==> src/rtl/latch_load_sequencer.sv <==
// latch_load_sequencer
//
// Upstream driver for a transparent latch bank. Collects a serial MSB-first
// bitstream over a valid/ready handshake, presents the assembled word on din,
// then drives a timed enable window:
//   din stable SETUP_CYC cycles -> enable high OPEN_CYC cycles -> din held
//   HOLD_CYC cycles -> one-cycle done pulse.
//
// Optional feature (compile-time macro LATCH_LOAD_PARITY_EN): each word is
// followed by one even-parity bit. On mismatch the word is dropped, err pulses
// for one cycle and no enable window is issued. Without the macro err is 0.
//
// Ports:
//   clk        in   rising-edge clock
//   rst        in   asynchronous active-high reset
//   sin        in   serial data bit, MSB first
//   sin_valid  in   sin carries a valid bit
//   sin_ready  out  block accepts a bit (combinational from state)
//   din        out  [WIDTH] word to latch bank data inputs (registered)
//   enable     out  latch bank enable (registered)
//   busy       out  first accepted bit until the word is finished (registered)
//   done       out  one-cycle pulse at end of HOLD (registered)
//   err        out  one-cycle parity-error pulse (registered)

module latch_load_sequencer #(
  parameter int unsigned WIDTH     = 8,
  parameter int unsigned SETUP_CYC = 2,
  parameter int unsigned OPEN_CYC  = 4,
  parameter int unsigned HOLD_CYC  = 2
) (
  input  logic             clk,
  input  logic             rst,
  input  logic             sin,
  input  logic             sin_valid,
  output logic             sin_ready,
  output logic [WIDTH-1:0] din,
  output logic             enable,
  output logic             busy,
  output logic             done,
  output logic             err
);

`ifdef LATCH_LOAD_PARITY_EN
  localparam int unsigned NBits = WIDTH + 1;
`else
  localparam int unsigned NBits = WIDTH;
`endif

  localparam int unsigned MaxSo  = (SETUP_CYC > OPEN_CYC) ? SETUP_CYC : OPEN_CYC;
  localparam int unsigned MaxCyc = (MaxSo > HOLD_CYC) ? MaxSo : HOLD_CYC;
  localparam int unsigned CntW   = $clog2(MaxCyc + 1);
  localparam int unsigned BitW   = $clog2(NBits + 1);

  // Counter is loaded with phase length minus one and the phase ends on zero.
  localparam logic [CntW-1:0] SetupLd = CntW'(SETUP_CYC - 1);
  localparam logic [CntW-1:0] OpenLd  = CntW'(OPEN_CYC - 1);
  localparam logic [CntW-1:0] HoldLd  = CntW'(HOLD_CYC - 1);
  localparam logic [BitW-1:0] LastBit = BitW'(NBits - 1);

  typedef enum logic [2:0] {StIdle, StShift, StSetup, StOpen, StHold} state_e;

  state_e           state_q, state_d;
  logic [CntW-1:0]  cnt_q, cnt_d;
  logic [BitW-1:0]  bitcnt_q, bitcnt_d;
  logic [WIDTH-1:0] sreg_q, sreg_d;
  logic [WIDTH-1:0] din_q, din_d;
  logic             enable_q, enable_d;
  logic             busy_q, busy_d;
  logic             done_q, done_d;
  logic             err_q, err_d;
  logic             xfer;
  logic [WIDTH-1:0] shifted;

  assign sin_ready = (state_q == StIdle) || (state_q == StShift);
  assign xfer      = sin_valid & sin_ready;
  assign shifted   = {sreg_q[WIDTH-2:0], sin};

`ifndef LATCH_LOAD_PARITY_EN
  // The MSB of the shift register is shifted out without being needed here.
  logic unused_sreg_msb;
  assign unused_sreg_msb = sreg_q[WIDTH-1];
`endif

  always_ff @(posedge clk or posedge rst) begin
    if (rst) begin
      state_q  <= StIdle;
      cnt_q    <= '0;
      bitcnt_q <= '0;
      sreg_q   <= '0;
      din_q    <= '0;
      enable_q <= 1'b0;
      busy_q   <= 1'b0;
      done_q   <= 1'b0;
      err_q    <= 1'b0;
    end else begin
      state_q  <= state_d;
      cnt_q    <= cnt_d;
      bitcnt_q <= bitcnt_d;
      sreg_q   <= sreg_d;
      din_q    <= din_d;
      enable_q <= enable_d;
      busy_q   <= busy_d;
      done_q   <= done_d;
      err_q    <= err_d;
    end
  end

  always_comb begin
    state_d  = state_q;
    cnt_d    = cnt_q;
    bitcnt_d = bitcnt_q;
    sreg_d   = sreg_q;
    din_d    = din_q;
    enable_d = enable_q;
    busy_d   = busy_q;
    done_d   = 1'b0;
    err_d    = 1'b0;

    unique case (state_q)
      StIdle: begin
        if (xfer) begin
          sreg_d   = {{(WIDTH-1){1'b0}}, sin};
          bitcnt_d = BitW'(1);
          busy_d   = 1'b1;
          state_d  = StShift;
        end
      end

      StShift: begin
        if (xfer) begin
          bitcnt_d = bitcnt_q + 1'b1;
          if (bitcnt_q == LastBit) begin
`ifdef LATCH_LOAD_PARITY_EN
            // Final bit is the parity bit; it is checked, not shifted in.
            if (sin == (^sreg_q)) begin
              din_d   = sreg_q;
              cnt_d   = SetupLd;
              state_d = StSetup;
            end else begin
              err_d   = 1'b1;
              busy_d  = 1'b0;
              state_d = StIdle;
            end
`else
            din_d   = shifted;
            cnt_d   = SetupLd;
            state_d = StSetup;
`endif
          end else begin
            sreg_d = shifted;
          end
        end
      end

      StSetup: begin
        if (cnt_q == '0) begin
          enable_d = 1'b1;
          cnt_d    = OpenLd;
          state_d  = StOpen;
        end else begin
          cnt_d = cnt_q - 1'b1;
        end
      end

      StOpen: begin
        if (cnt_q == '0) begin
          enable_d = 1'b0;
          cnt_d    = HoldLd;
          state_d  = StHold;
        end else begin
          cnt_d = cnt_q - 1'b1;
        end
      end

      StHold: begin
        if (cnt_q == '0) begin
          busy_d  = 1'b0;
          done_d  = 1'b1;
          state_d = StIdle;
        end else begin
          cnt_d = cnt_q - 1'b1;
        end
      end

      default: begin
        enable_d = 1'b0;
        busy_d   = 1'b0;
        state_d  = StIdle;
      end
    endcase
  end

  assign din    = din_q;
  assign enable = enable_q;
  assign busy   = busy_q;
  assign done   = done_q;
  assign err    = err_q;

endmodule
==> config.mk <==
export PLATFORM = sky130hd
export DESIGN_NAME = latch_load_sequencer
export DESIGN_NICKNAME = d
export VERILOG_FILES = /design/src/rtl/latch_load_sequencer.sv
export SDC_FILE = /design/constraint.sdc
export NUM_CORES = 1
export LEC_CHECK = 0
export CORE_MARGIN = 2
export CORE_UTILIZATION = 50
export CTS_CLUSTER_SIZE = 24
export DETAILED_ROUTE_END_ITERATION = 10
export PLACE_DENSITY = 0.8
export SETUP_SLACK_MARGIN = 0.5
export SLEW_MARGIN = 0
export SYNTH_ARGS = -nofsm -noshare
export SYNTH_HDL_FRONTEND = slang
export SYNTH_SLANG_ARGS = --single-unit
==> constraint.sdc <==
create_clock -name clk -period 2.9 [get_ports clk]
set_clock_uncertainty 0.05 [all_clocks]
set_input_delay 0.87 -clock clk [delete_from_list [all_inputs] [get_ports clk]]
set_output_delay 0.87 -clock clk [all_outputs]
set_load 0.05 [all_outputs]
==> results of run 1 <==
## path summary, 6_finish.rpt
kind | from | endpoint | slack, ns | cells past startpoint
setup reg to reg | state_q[0] | cnt_q[1] | 1.04 | 3
setup / recovery | state_q[1] | sin_ready | 0.59 | 2
hold / removal | bitcnt_q[3] | bitcnt_q[3] | 0.46 | 1
min in group asynchronous | rst | cnt_q[2] | 0.84 | 3
max in group asynchronous | rst | bitcnt_q[0] | 1.70 | 3
hold reg to reg | bitcnt_q[3] | bitcnt_q[3] | 0.46 | 1
## sequential cells by signal, summed over array words and instances (netlist names)
name and count:
done 1, din 8, state_q 3, busy 1, bitcnt_q 4, sreg_q 7, cnt_q 3, enable 1
## Yosys cell counts, types with 2 or more instances
| cell | number |
|---|---|
| nand2_1 | 7 |
| nand3b_1 | 2 |
| mux2_2 | 8 |
| o211ai_1 | 2 |
| inv_1 | 4 |
| nor2_1 | 10 |
| dfrtp_1 | 28 |
| a22o_1 | 8 |
| buf_6 | 2 |
| or3b_1 | 2 |
| o21ai_0 | 3 |
| mux2i_1 | 5 |
| a21oi_1 | 6 |
| ha_1 | 3 |
| nand3_1 | 4 |
## placed cells by master, fill, tap and decap left out, types with 2 or more instances in the layout
cell,Yosys,final
nand3_1,4,4
mux2i_1,5,5
o211ai_1,2,2
clkdlybuf4s50_1,0,3
ha_1,3,3
o21ai_0,3,3
clkbuf_4,0,3
nand3b_1,2,2
inv_1,4,4
nand2_1,7,7
buf_4,1,3
mux2_2,8,8
a22o_1,8,8
or3b_1,2,2
nor2_1,10,10
a21oi_1,6,6
dlygate4sd2_1,0,11
dfrtp_1,28,28
## timing repair
item,in CTS,in global routing
setup buffers,0,0
endpoints found under the setup margin,12,0
resized for setup,14,0
## cells by family after synthesis
group	count (synthesis)
compound gates	26
mux	14
simple gates	33
fa+ha+maj	3
flops	28
xor+xnor	1
buf+inv	9
other cells	1
## metal layers
metal  global-route usage (%)  up-vias  wire, microns
met4                     8.36        0             51
met3                     2.79        5             56
met5                        0        -              0
met1                     21.4      453           1110
met2                     25.3       11           1070
li1                         -      444              -
## report_power, final
group | switching (mW) | internal [mW]
Sequential | 0.145 | 0.532
Combinational | 0.487 | 0.335
Clock | 0.109 | 0.0768
Total | 0.741 | 0.943
## per-stage QoR
step / std cells / total power [mW] / utilization (%) / hold WS (ns) / worst slack (ns)
global route: 162 / 1.80 / 61.5 / 0.495 / 0.508
detailed placement: 158 / 1.55 / 60.5 / 0.443 / 0.248
global placement: 158 / 1.52 / 60.5 / 0.435 / 0.286
CTS: 162 / 1.70 / 61.5 / 0.471 / 0.566
finish: 162 / 1.68 / 61.5 / 0.461 / 0.586
floorplan: 115 / 1.33 / - / 0.406 / 0.717
## layout make-up
type                            count  area [sq um]
Tap cell                           30          37.5
Sequential cell                    28           701
Inverter                            4          15.0
Multi-Input combinational cell     78           587
Timing Repair Buffer               18           160
Clock buffer                        4          36.3
Fill cell                         217           963
## worst max-delay path, stage by stage (launching register included)
cell	delay (ns)
dfrtp_1	0.51
nor2_1	0.17
clkdlybuf4s15_2	0.39
==> results.json, run 1 <==
{
  "status": "complete, no violations",
  "die_x_microns": 55.8,
  "grt.total_usage_pct": 16.1,
  "die_height_microns": 55.8,
  "yosysTopAreaCellShare_pct": 52.2,
  "num_vias": 913,
  "ir_worst_vdd_mv": 0.629,
  "ys_seq_elements": 28,
  "fin_area_sq_um": 1540,
  "cts_tree": "yes",
  "crit_arrival_ns": 1.39,
  "avgSynthCellArea_sq_um": 11.7,
  "cp-start-kind": "register",
  "drive_gt1_share_pct": 15.9,
  "clkSinkCount": 28,
  "drc_errors": 0,
  "cts.clk_slew.worst_paths_ns": 0.14,
  "critPathCaptureType": "primary output",
  "grt_overflow": 0,
  "p_leak_nw": 0.760,
  "portBuffers": 15,
  "ys_warn_count": 0,
  "p_per_area_nw_per_um2": 1100,
  "postCtsHoldBufs": 0,
  "cts_root_buf": "clkbuf_4",
  "core_sq_um": 2500,
  "drtIter0Drc": 9,
  "wirelength_mm": 2.28,
  "synth_enable_flop_cells": 0,
  "fin_crit_ns": 2.31,
  "crit_path_max_fanout": 11,
  "synth-async-reset-ratio_pct": 100,
  "antenna_cells": 0,
  "num_rows": 18,
  "synth_fp_nets": 122,
  "seq_area_frac_synth_pct": 52.2,
  "io_pins": 17,
  "wl_per_cell_microns": 14.1,
  "drtAntennaViolNets": 0,
  "drt-pass1-iter-count": 4,
  "fin_setup_tns_ns": 0,
  "via_per_inst": 5.64,
  "grt_pass1_vias": 882,
  "slew_viol_final": 0,
  "min_period_over_period_pct": 79.8,
  "start_util_pct": 53.7,
  "synth_flop_cell": "dfrtp_1",
  "hold_viol": 0,
  "fmax_mhz": 432,
  "synth_top_family_by_area": "compound AO/OA/AOI/OAI gates",
  "synth_fa_ha_area_share_pct": 2.80,
  "synth_area_sq_um": 1340,
  "final_nets": 140,
  "die-area_sq_um": 3110,
  "synthSimpleGateAreaFrac_pct": 13.1,
  "cts_max_path_buffers": 2,
  "synth_xor_area_share_pct": 0.653,
  "synth-compound-area-share_pct": 15.4,
  "worstSetupPathType": "register to primary output",
  "htreeDepth": 1,
  "antenna_found_initial": 0,
  "synthTopCellsByArea": "dfrtp_1, mux2_2, a22o_1, mux2i_1, ha_1",
  "dp_hpwl_mm": 1.64,
  "synthesis.instances": 115,
  "synthDistinctLibCells": 36,
  "cts_buffers": 3,
  "synth.largest_area_cell": "dfrtp_1",
  "dpl-instance-area_sq_um": 1510,
  "required_ns": 1.98,
  "grt_max_degree": 29,
  "synth_mux_area_share_pct": 11.6,
  "grt_pass1_wl_mm": 3.88,
  "maxCapViolCount": 0,
  "grt_setup_unrepaired": "no",
  "area_growth_pct": 14.6,
  "hold_class": "register to register",
  "place.gp.congestion": 0.799,
  "insertion_delay_ns": 0.32,
  "setup_viol": 0
}
Note: power is estimated with default switching activity, not from simulation.
==> run 2, diff against run 1 <==
==> constraint.sdc (replaced) <==
create_clock -name clk -period 2.18 [get_ports clk]
set_clock_uncertainty 0.05 [all_clocks]
set_input_delay 0.654 -clock clk [delete_from_list [all_inputs] [get_ports clk]]
set_output_delay 0.654 -clock clk [all_outputs]
set_load 0.05 [all_outputs]
==> run 2 against run 1 <==
Against the previous run: non-clock buffer count grew 20; setup slack worse by 0.22 ns; final cell count grew 12%; worst hold slack better by 0.012 ns; critical path depth unchanged; first-iteration DRC count rose to 2.6 times the previous value; global-route usage is 3.4 points higher; die area unchanged; core utilization up 9.6 points; clock power increased by 85%; register-to-register slack got worse by 0.63 ns; cell area increased by 16%; critical endpoint unchanged; largest cell class unchanged.
==> results.json, run 2 (same netlist as run 1, synthesis figures left out) <==
{
  "final_common_cell": "dfrtp_1",
  "num_vias": 1046,
  "p_per_area_nw_per_um2": 1560,
  "slowest_delay_ns": 0.47,
  "cts_tree": "yes",
  "wl_per_cell_microns": 16.4,
  "largest_reg_flops": 8,
  "via_per_inst": 5.75,
  "grt_overflow": 0,
  "slew_viol_final": 0,
  "grt_pass1_wl_mm": 4.73,
  "antenna_cells": 0,
  "setup_viol": 0,
  "grt.total_usage_pct": 19.5,
  "grt_setup_unrepaired": "yes",
  "min_from": "din[5]",
  "r2r-end": "cnt_q[0]",
  "cts.clk_slew.worst_paths_ns": 0.16,
  "die_x_microns": 55.8,
  "cp-start-kind": "register",
  "final_cell_mix": "dfrtp_1, buf_4, buf_6, a22o_1, mux2_2",
  "status": "complete, no violations",
  "min_period_over_period_pct": 83.1,
  "hold_class": "register to register",
  "total_power_mw": 2.78,
  "worst-path-buf-inv": 1,
  "path_cells": "nor2_4 -> buf_12",
  "fin_setup_tns_ns": 0,
  "grt_max_degree": 29,
  "final_nets": 160,
  "hold_viol": 0,
  "cts_max_path_buffers": 2,
  "htreeDepth": 1,
  "grt_pass1_vias": 1076,
  "cp.depth": 2,
  "placed_cells": 163,
  "drc_errors": 0,
  "drtIter0Drc": 23,
  "ir_worst_vdd_mv": 1.12,
  "p_leak_nw": 0.856,
  "dp_hpwl_mm": 1.74,
  "insertion_delay_ns": 0.34,
  "drtAntennaViolNets": 0,
  "io_pins": 17,
  "crit_arrival_ns": 1.11,
  "die-area_sq_um": 3110,
  "whs_path_depth": 1,
  "place.gp.congestion": 0.833,
  "worstSetupPathType": "register to primary output",
  "reg2reg_from": "state_q[1]",
  "die_height_microns": 55.8,
  "wirelength_mm": 2.98,
  "drive_gt1_share_pct": 43.4,
  "core_sq_um": 2500,
  "holdWs_ns": 0.473,
  "critPathCaptureType": "primary output",
  "reg2reg_depth": 6,
  "critPathSlowestCell": "dfrtp_2",
  "hold_end": "din[5]",
  "start_util_pct": 53.7,
  "num_rows": 18,
  "cts_buffers": 3,
  "crit_path_max_fanout": 2,
  "fill_cells": 173,
  "cts_root_buf": "clkbuf_4",
  "fmax_mhz": 552,
  "clkSinkCount": 28,
  "maxCapViolCount": 0,
  "multi_input_area_sq_um": 633,
  "final_cells": 182,
  "required_ns": 1.48,
  "antenna_found_initial": 0,
  "drt-pass1-iter-count": 4,
  "portBuffers": 15,
  "rrSetupSlack_ns": 0.41,
  "area_growth_pct": 32.4,
  "fin_crit_ns": 1.81,
  "seq_area_sq_um": 704,
  "cpLargestDelayFamily": "flip-flops"
}
==> run 2: how the worst max path moves through the flow <==
stage,from,to,slack (ns)
floorplan,sin_valid,sreg_q[0],0.38
global placement,sin_valid,sreg_q[0],-0.08
detailed placement,sin_valid,sreg_q[1],-0.12
global route,state_q[2],sin_ready,0.33
finish,state_q[2],sin_ready,0.37
CTS,din[3],din[3],0.26
==> run 2: routing by layer <==
layer  track usage, %  part of all wire, %  wire, microns
met4             9.76                  2.5             74
met1             21.7                   41           1210
met5                0                    0              0
met2             33.3                   52           1560
met3             6.28                  4.6            136
==> run 2: final cells by class <==
class	instances	share of cell area (%)
clock buffers	3	1.27
flip-flops and latches	28	39.7
repair buffers	38	18.7
clock inverters	1	1.69
multi-input cells	78	35.7
well taps	30	2.11
inverters	4	0.846
==> run 2: power by group <==
group	internal [mW]	total (mW)	switching (mW)
clock	0.186	0.344	0.158
sequential	0.712	0.874	0.162
combinational	0.727	1.56	0.832
==> run 2: stage by stage <==
stage	utilization (%)	setup slack, ns	cell area [sq um]
global placement	61.8	-0.0832	1550
CTS	68.2	0.256	1710
detailed placement	61.8	-0.119	1550
floorplan	-	0.381	1350
finish	71.0	0.368	1780
global route	71.0	0.330	1780
==> run 2: repair_timing <==
item,4_1_cts,5_1_grt
hold buffers,0,0
setup endpoints to repair,26,30
pin swaps,6,7
cloned,0,0
gates resized for setup,21,18
setup buffers,13,2
